===== src/rtl/alu_stage_pkg.sv =====
// Shared definitions for the execute stage: widths, ALU opcodes and the
// bit positions of the packed status word {Z,N,V}.
package alu_stage_pkg;

  localparam int unsigned N_W = 16;
  localparam int unsigned M_W = 2;

  typedef enum logic [M_W-1:0] {
    ALU_ADD = 2'b00,
    ALU_SUB = 2'b01,
    ALU_AND = 2'b10,
    ALU_NOT = 2'b11
  } alu_op_e;

  // Bit positions inside the packed status word {Z,N,V}.
  localparam int unsigned FLAG_Z = 2;
  localparam int unsigned FLAG_N = 1;
  localparam int unsigned FLAG_V = 0;

endpackage


===== src/rtl/alu_stage_alu.sv =====
// Purely combinational ALU: four operations plus zero/negative/overflow flags.
import alu_stage_pkg::*;

module alu (
  input  logic [N_W-1:0] ain,
  input  logic [N_W-1:0] bin,
  input  logic [M_W-1:0] alu_op,
  output logic [N_W-1:0] result,
  output logic           z,
  output logic           n,
  output logic           v
);

  // Result selection and signed-overflow detection; carry-out is dropped.
  always_comb begin
    result = '0;
    v      = 1'b0;
    case (alu_op)
      ALU_ADD: begin
        result = ain + bin;
        v      = (ain[N_W-1] == bin[N_W-1]) && (result[N_W-1] != ain[N_W-1]);
      end
      ALU_SUB: begin
        result = ain - bin;
        v      = (ain[N_W-1] != bin[N_W-1]) && (result[N_W-1] != ain[N_W-1]);
      end
      ALU_AND: result = ain & bin;
      ALU_NOT: result = ~bin;
      // An undefined opcode propagates X so enabled registers capture it.
      default: begin
        result = 'x;
        v      = 1'bx;
      end
    endcase
  end

  assign z = (result == '0);
  assign n = result[N_W-1];

endmodule


===== src/rtl/alu_stage.sv =====
// Execute stage: operand selection, ALU, result register C with a valid bit,
// and the {Z,N,V} status register, each behind its own load enable.
import alu_stage_pkg::*;

module alu_stage (
  input  logic           clk,
  input  logic           reset,
  input  logic [N_W-1:0] a_in,
  input  logic [N_W-1:0] shift_out,
  input  logic [N_W-1:0] imm,
  input  logic           asel,
  input  logic           bsel,
  input  logic [M_W-1:0] alu_op,
  input  logic           loadc,
  input  logic           loads,
  output logic [N_W-1:0] c_out,
  output logic           c_valid,
  output logic           z_flag,
  output logic           n_flag,
  output logic           v_flag
);

  logic [N_W-1:0] ain;
  logic [N_W-1:0] bin;
  logic [N_W-1:0] result;
  logic           z;
  logic           n;
  logic           v;
  logic [2:0]     status;

  assign ain = asel ? '0  : a_in;
  assign bin = bsel ? imm : shift_out;

  alu u_alu (
    .ain    (ain),
    .bin    (bin),
    .alu_op (alu_op),
    .result (result),
    .z      (z),
    .n      (n),
    .v      (v)
  );

  // Result register C and its "loaded since reset" marker.
  always_ff @(posedge clk or posedge reset) begin
    if (reset) begin
      c_out   <= '0;
      c_valid <= 1'b0;
    end else if (loadc) begin
      c_out   <= result;
      c_valid <= 1'b1;
    end
  end

  // Status register, loaded independently of C from the same result.
  always_ff @(posedge clk or posedge reset) begin
    if (reset) begin
      status <= '0;
    end else if (loads) begin
      status[FLAG_Z] <= z;
      status[FLAG_N] <= n;
      status[FLAG_V] <= v;
    end
  end

  assign z_flag = status[FLAG_Z];
  assign n_flag = status[FLAG_N];
  assign v_flag = status[FLAG_V];

endmodule


===== config.mk =====
export PLATFORM = sky130hd
export DESIGN_NAME = alu_stage
export DESIGN_NICKNAME = d
export VERILOG_FILES = /design/src/rtl/alu_stage_pkg.sv /design/src/rtl/alu_stage_alu.sv /design/src/rtl/alu_stage.sv
export SDC_FILE = /design/constraint.sdc
export NUM_CORES = 1
export LEC_CHECK = 0
export BUFFER_PORTS_ARGS = -buffer_cell sky130_fd_sc_hd__buf_2
export CAP_MARGIN = 10
export CORE_MARGIN = 2
export CORE_UTILIZATION = 60
export DETAILED_ROUTE_END_ITERATION = 16
export GPL_ROUTABILITY_DRIVEN = 0
export PLACE_DENSITY_LB_ADDON = 0.1
export SLEW_MARGIN = 20
export SYNTH_ARGS = -nofsm -noshare
export SYNTH_HDL_FRONTEND = slang
export SYNTH_SLANG_ARGS = --single-unit

===== constraint.sdc =====
create_clock -name clk -period 1.35 [get_ports clk]
set_input_delay 0.0675 -clock clk [delete_from_list [all_inputs] [get_ports clk]]
set_output_delay 0.0675 -clock clk [all_outputs]
set_load 0.05 [all_outputs]

==> run_results.csv, run 1 <==
group,metric,value,unit
run_status,status,"stopped before the end",
run_status,lastStage,"clock tree synthesis",
run_status,error,"[ERROR DPL-0038] Utilization greater than 100%, impossible to legalize",
floorplanning,rows,26,
placement,placed_area,4860,um2
floorplanning,start_util,0.625,
placement,place_ws,-1.94,ns
floorplanning,fp.dieW,77.2,um
yosys,ys_seq_area_frac,0.156,
yosys,netlist_area,3210,um2
clock_network,htree_num_levels,1,
yosys,synthesis.nets,485,
yosys,synth_edf_count,0,
clock_network,clk_path_buf_depth,2,
yosys,avgSynthCellArea,8.05,um2
yosys,synthMostInstantiatedCell,"nor2_1",
clock_network,post_cts_buffers,18,
yosys,yosys_warnings,0,
yosys,syn_inst,399,
yosys,synth_area_leader_cell,"dfrtp_1",
yosys,ys_seq_elements,20,
yosys,synth_flop_cell,"dfrtp_1",
yosys,synthTopCellsByCount,"44 x nor2_1, 31 x inv_1, 30 x ha_1, 29 x a21oi_1, 25 x nor2b_1",
floorplanning,ioPinCount,76,
floorplanning,die_h,77.2,um
clock_network,cts_resized,75,
yosys,yosysUniqueCellTypes,63,
clock_network,cts_hold_buf,1,
clock_network,cts-root-buf,"clkbuf_8",
clock_network,numCtsBuffers,3,
yosys,synth.top_cell.area_share,0.156,
yosys,async_reset_ff_frac,1.00,
clock_network,cts.sinks,20,
placement,portBuffers,75,
yosys,ys_top_cells_by_area,"dfrtp_1 16%, ha_1 12%, xnor2_1 6.5%, mux2_2 6.3%, mux2i_1 5.3%",
placement,dp_hpwl,11400,um
placement,place_inst,678,
[kinds of logic after synthesis]
family,after synthesis,synth area share
compound gates,101,0.225
xor+xnor,29,0.0814
fa+ha+maj,32,0.123
buf+inv,47,0.0584
flops,20,0.156
mux,41,0.153
simple gates,129,0.203
[metrics by stage]
stage	hold WS [ns]	setup TNS [ns]
after detailed placement	0.106	-27.40
after global placement	0.0925	-24.79
after floorplan	0.0313	-19.19
==> inputs of run 2 (changes only) <==
- CORE_UTILIZATION: 60 -> 40
- PLACE_DENSITY_LB_ADDON: 0.1 -> 0.15
==> run_results.csv, run 2 <==
group,metric,value,unit
run_status,status,"complete, but fails checks",
run_status,violations,"negative setup slack",
timing,fmax,350,MHz
final_layout,fin_area,5440,um2
yosys,async_reset_ff_frac,1.00,
detailed_routing,remaining_drc_errors,0,
worst_setup_path,start_kind,"input pin",
global_route,overflow,0,
yosys,synthesis.nets,485,
yosys,synth.top_cell.area_share,0.156,
floorplanning,die_area,8760,um2
placement,place_inst,698,
yosys,netlist_area,3210,um2
floorplanning,start_util,0.413,
yosys,synthTopCellsByCount,"44 x nor2_1, 31 x inv_1, 30 x ha_1, 29 x a21oi_1, 25 x nor2b_1",
floorplanning,ioPinCount,76,
yosys,avgSynthCellArea,8.05,um2
final_layout,areaGrowthSynthToFinish,69.2,%
detailed_routing,drtIter0Drc,181,
detailed_routing,dr.pass1.iters,6,
floorplanning,fp.dieW,93.6,um
yosys,synth_flop_cell,"dfrtp_1",
job,maxCapViolations,0,
yosys,synthMostInstantiatedCell,"nor2_1",
clock_network,clk_path_buf_depth,2,
worst_setup_path,worstSetupPathType,"in2reg",
power,ir_drop,0.355,mV
detailed_routing,wl_per_cell,14.9,um
final_layout,layout-drive-gt1-share,0.541,
timing,finalCriticalPeriod,2.86,ns
final_layout,antennaDiodeCount,0,
worst_setup_path,cp.arrival,3.02,ns
hold_path,hold_path.class,"in2reg",
worst_setup_path,end_kind,"flip-flop",
final_layout,nNetsFinal,702,
final_layout,final_common_cell,"buf_4",
timing,period_share,2.12,
detailed_routing,wirelength,10700,um
final_layout,largest_register,"c_out",
placement,place_ws,-1.96,ns
placement,portBuffers,75,
timing,holdWs,0.0831,ns
placement,dp_hpwl,8370,um
clock_network,cts-root-buf,"clkbuf_8",
clock_network,cts.sinks,20,
global_route,grt_pass1_wl,17300,um
power,power_density,760,nW/um2
clock_network,clk_latency,0.26,ns
worst_setup_path,cp_max_fo,6,
detailed_routing,vias_per_cell,5.31,
global_route,globalRouteTotalUtil,0.244,
clock_network,numCtsBuffers,3,
final_layout,reg_top3,"c_out (16), status (3), c_valid (1)",
timing,maxSlewViolCount,0,
global_route,grt_max_degree,24,
yosys,yosysUniqueCellTypes,63,
timing,rsz0062_at_grt,"true",
final_layout,finalNonFillerCells,717,
placement,placed_area,4800,um2
global_route,grt_pass1_vias,3801,
yosys,ys_seq_area_frac,0.156,
timing,setup_viol_count_final,19,
clock_network,clk_pin_slew,0.07,ns
timing,relSlewSlack,0.655,
timing,setup_slack,-1.51,ns
floorplanning,core_area,7770,um2
timing,worst_clock_skew,0,ns
clock_network,cts_tree,"built",
clock_network,htree_num_levels,1,
yosys,yosys_warnings,0,
detailed_routing,vias,3806,
final_layout,largest_register_ffs,16,
yosys,synth_edf_count,0,
detailed_routing,antenna_left,0,
power,leakagePower,0.00262,uW
floorplanning,die_h,93.6,um
timing,worst_pin_slew,0.518,ns
yosys,synth_area_leader_cell,"dfrtp_1",
floorplanning,rows,32,
timing,hold_viol,0,
yosys,ys_seq_elements,20,
worst_setup_path,cp.required,1.52,ns
global_route,antenna_found_initial,0,
yosys,syn_inst,399,
final_layout,layout_common_cells,"145 x buf_4, 74 x buf_2, 40 x nor2_1",
yosys,ys_top_cells_by_area,"dfrtp_1 16%, ha_1 12%, xnor2_1 6.5%, mux2_2 6.3%, mux2i_1 5.3%",
[run 2: cell counts after synthesis]
No cell type changed its count.
[run 2: layout make-up]
cell class              count  area [um2]
multi-input cells         332        3060
fillers                   639        2330
repair buffers            228        1580
flip-flops and latches     20         500
well taps                 102         128
inverters                  31         116
clock buffers               4        55.1
[run 2: metal layers]
metal  vias to the layer above  wire [um]  GRT usage
met4                         0        140     0.0592
met2                        93       5720      0.471
met3                        13        370     0.0177
met1                      1827       4480      0.289
li1                       1873          -          -
met5                         -          0          0
[run 2: path summary, 6_finish.rpt]
path | from | end | depth (start not counted) | slack, ns
min reg2reg | c_valid$_DFFE_PP0P_ | c_valid$_DFFE_PP0P_ | 1 | 0.46
max in group asynchronous | reset | c_out[10]$_DFFE_PP0P_ | 4 | 0.78
min | loads | status[1]$_DFFE_PP0P_ | 3 | 0.08
max | bsel | status[0]$_DFFE_PP0P_ | 13 | -1.51
max reg2reg | c_out[14]$_DFFE_PP0P_ | c_out[14]$_DFFE_PP0P_ | 1 | 0.58
min in group asynchronous | reset | status[1]$_DFFE_PP0P_ | 4 | 0.37
[run 2: timing repair]
action                                 4_1_cts  5_1_grt
pin swaps                                   31       17
setup buffers                               14        1
hold buffers                                 1        0
endpoints found under the hold margin       20        0
cloned                                       0        0
gates resized for setup                     61       26
setup endpoints to repair                   19       19
[run 2: through the flow]
| stage | util | total power [uW] | TNS [ns] |
|---|---|---|---|
| 2_1_floorplan | - | 2300 | -19.19 |
| 3_3_place_gp | 0.618 | 3240 | -27.12 |
| 3_5_place_dp | 0.618 | 3270 | -28.03 |
| 4_1_cts | 0.679 | 4010 | -19.98 |
| 5_1_grt | 0.700 | 4380 | -22.09 |
| 6_report | 0.700 | 4130 | -20.00 |
[run 2: power breakdown]
| group | leakage (uW) | internal, uW | switching, uW |
|---|---|---|---|
| Clock | 0.0000288 | 260 | 200 |
| Sequential | 0.000235 | 700 | 56.3 |
| Combinational | 0.00236 | 1380 | 1540 |
| Total | 0.00262 | 2340 | 1790 |
[run 2: cell families after synthesis]
family,share of synthesized area
XOR/XNOR,0.0814
adder cells (fa/ha/maj),0.123
flip-flops,0.156
buffers and inverters,0.0584
multiplexers,0.153
AO/OA/AOI/OAI,0.225
AND/OR/NAND/NOR,0.203
[run 2: worst max-delay path: stages]
cell,delay (ns)
buf_12,0.11
buf_12,0.13
mux2_4,0.34
ha_4,0.18
maj3_2,0.33
a2111oi_4,0.36
o21ai_2,0.16
a2111oi_4,0.35
nor3_2,0.11
xnor2_1,0.13
or3_1,0.37
o31a_1,0.14
o31ai_2,0.26
Power figures use the tool's default switching activity.
==> inputs of run 3 (changes only) <==
- CORE_UTILIZATION: 40 -> 38
- MAX_ROUTING_LAYER: default -> met4
==> run_results.csv, run 3 (synthesis results as in run 2) <==
group,metric,value,unit
run_status,status,"complete, but fails checks",
run_status,violations,"negative setup slack",
floorplanning,start_util,0.391,
timing,maxSlewViolCount,0,
worst_setup_path,cp.arrival,3.02,ns
clock_network,cts_tree,"built",
worst_setup_path,start_kind,"input pin",
final_layout,layout-drive-gt1-share,0.565,
detailed_routing,antenna_left,0,
timing,worst_pin_slew,0.618,ns
timing,hold_viol,0,
power,leakagePower,0.00269,uW
global_route,grt_max_degree,24,
job,maxCapViolations,0,
placement,place_ws,-1.97,ns
timing,period_share,2.13,
worst_setup_path,cp.required,1.50,ns
global_route,grt_pass1_vias,3817,
worst_setup_path,cp_max_fo,3,
clock_network,htree_num_levels,1,
power,power_density,746,nW/um2
timing,finalCriticalPeriod,2.87,ns
final_layout,areaGrowthSynthToFinish,73.1,%
timing,setup_slack,-1.52,ns
detailed_routing,wl_per_cell,15.6,um
timing,setup_viol_count_final,19,
clock_network,cts.sinks,20,
final_layout,largest_register,"c_out",
placement,place_inst,706,
clock_network,cts-root-buf,"clkbuf_8",
final_layout,reg_top3,"c_out (16), status (3), c_valid (1)",
final_layout,finalNonFillerCells,726,
timing,rsz0062_at_grt,"true",
power,power,4150,uW
timing,fmax,348,MHz
floorplanning,die_area,9200,um2
detailed_routing,vias_per_cell,5.32,
detailed_routing,vias,3860,
global_route,globalRouteTotalUtil,0.245,
final_layout,postLayoutCoreUtil,0.677,
final_layout,layout_common_cells,"149 x buf_4, 73 x buf_2, 39 x nor2_1",
power,ir_drop,0.354,mV
floorplanning,rows,33,
floorplanning,ioPinCount,76,
clock_network,clk_pin_slew,0.07,ns
clock_network,clk_latency,0.25,ns
final_layout,largest_register_ffs,16,
floorplanning,fp.dieW,95.9,um
final_layout,nNetsFinal,709,
global_route,antenna_found_initial,0,
detailed_routing,drtIter0Drc,127,
final_layout,final_common_cell,"buf_4",
worst_setup_path,end_kind,"flip-flop",
global_route,overflow,0,
placement,dp_hpwl,8630,um
detailed_routing,dr.pass1.iters,4,
clock_network,numCtsBuffers,3,
final_layout,fillers,672,
timing,relSlewSlack,0.585,
timing,worst_clock_skew,0,ns
worst_setup_path,r2r_slack,0.57,ns
floorplanning,die_h,95.9,um
global_route,grt_pass1_wl,17400,um
detailed_routing,wirelength,11300,um
worst_setup_path,worstSetupPathType,"in2reg",
hold_path,hold_path.class,"in2reg",
final_layout,antennaDiodeCount,0,
detailed_routing,remaining_drc_errors,0,
placement,portBuffers,75,
floorplanning,core_area,8220,um2
clock_network,clk_path_buf_depth,2,
## run 3: changes by cell type in the layout (fill, tap and decap cells not counted), moves of 3 or more
cell,change
buf_4,+4
inv_1,-4
inv_2,+3
mux2_2,-5
mux2_4,+5
nor2b_1,-3
## run 3: stage by stage
| step | area [um2] | hold slack (ns) | TNS [ns] |
|---|---|---|---|
| after global routing | 5560 | 0.0914 | -21.33 |
| final | 5560 | 0.0879 | -19.68 |
| after floorplan | 3370 | 0.0313 | -19.19 |
| after detailed placement | 4850 | 0.105 | -26.35 |
| after global placement | 4850 | 0.0975 | -25.54 |
| after CTS | 5260 | 0.0788 | -18.93 |
## run 3: repair_timing
action                     in CTS  in global routing
hold buffers                    1                  0
hold endpoints to repair       20                  0
setup endpoints to repair      19                 19
pin swaps                      34                 41
buffers inserted               14                 10
gates resized for setup        59                 50
## run 3: worst paths after layout
kind	start	end	depth (start not counted)
max	bsel	status[2]$_DFFE_PP0P_	16
min	loads	status[1]$_DFFE_PP0P_	3
max reg2reg	c_out[8]$_DFFE_PP0P_	c_out[8]$_DFFE_PP0P_	1
min reg2reg	c_valid$_DFFE_PP0P_	c_valid$_DFFE_PP0P_	1
max in group asynchronous	reset	c_out[12]$_DFFE_PP0P_	4
min in group asynchronous	reset	c_out[2]$_DFFE_PP0P_	4
## run 3: area by class of cell
cell class,count,area (um2),share of cell area
sequential,20,500,0.0900
inverter,31,119,0.0214
timing repair buffer,235,1650,0.296
clock buffer,3,41.3,0.00743
multi-input combinational,332,3120,0.561
tap,105,131,0.0236
## run 3: per-layer routing
| metal | share of wire | up-vias | track usage |
|---|---|---|---|
| met5 | 0 | - | - |
| met4 | 0.028 | 0 | 0.0667 |
| met3 | 0.028 | 30 | 0.0164 |
| met2 | 0.51 | 103 | 0.455 |
| met1 | 0.43 | 1843 | 0.284 |
| li1 | - | 1884 | - |
## run 3: critical path: stages
cell      delay, ns
buf_12         0.11
buf_6          0.11
buf_6          0.12
mux2_4         0.31
ha_4           0.31
inv_4          0.04
a221oi_4       0.27
o21ai_2        0.10
a41oi_2        0.20
buf_4          0.15
xnor2_2        0.12
mux2_4         0.33
a311oi_2       0.29
or3_4          0.19
nor4b_4        0.04
a32o_1         0.26
## run 3: where the power goes
group | internal (uW) | leakage, uW | switching [uW]
registers | 701 | 0.000235 | 60.6
clock network | 199 | 0.0000216 | 184
logic | 1430 | 0.00244 | 1580
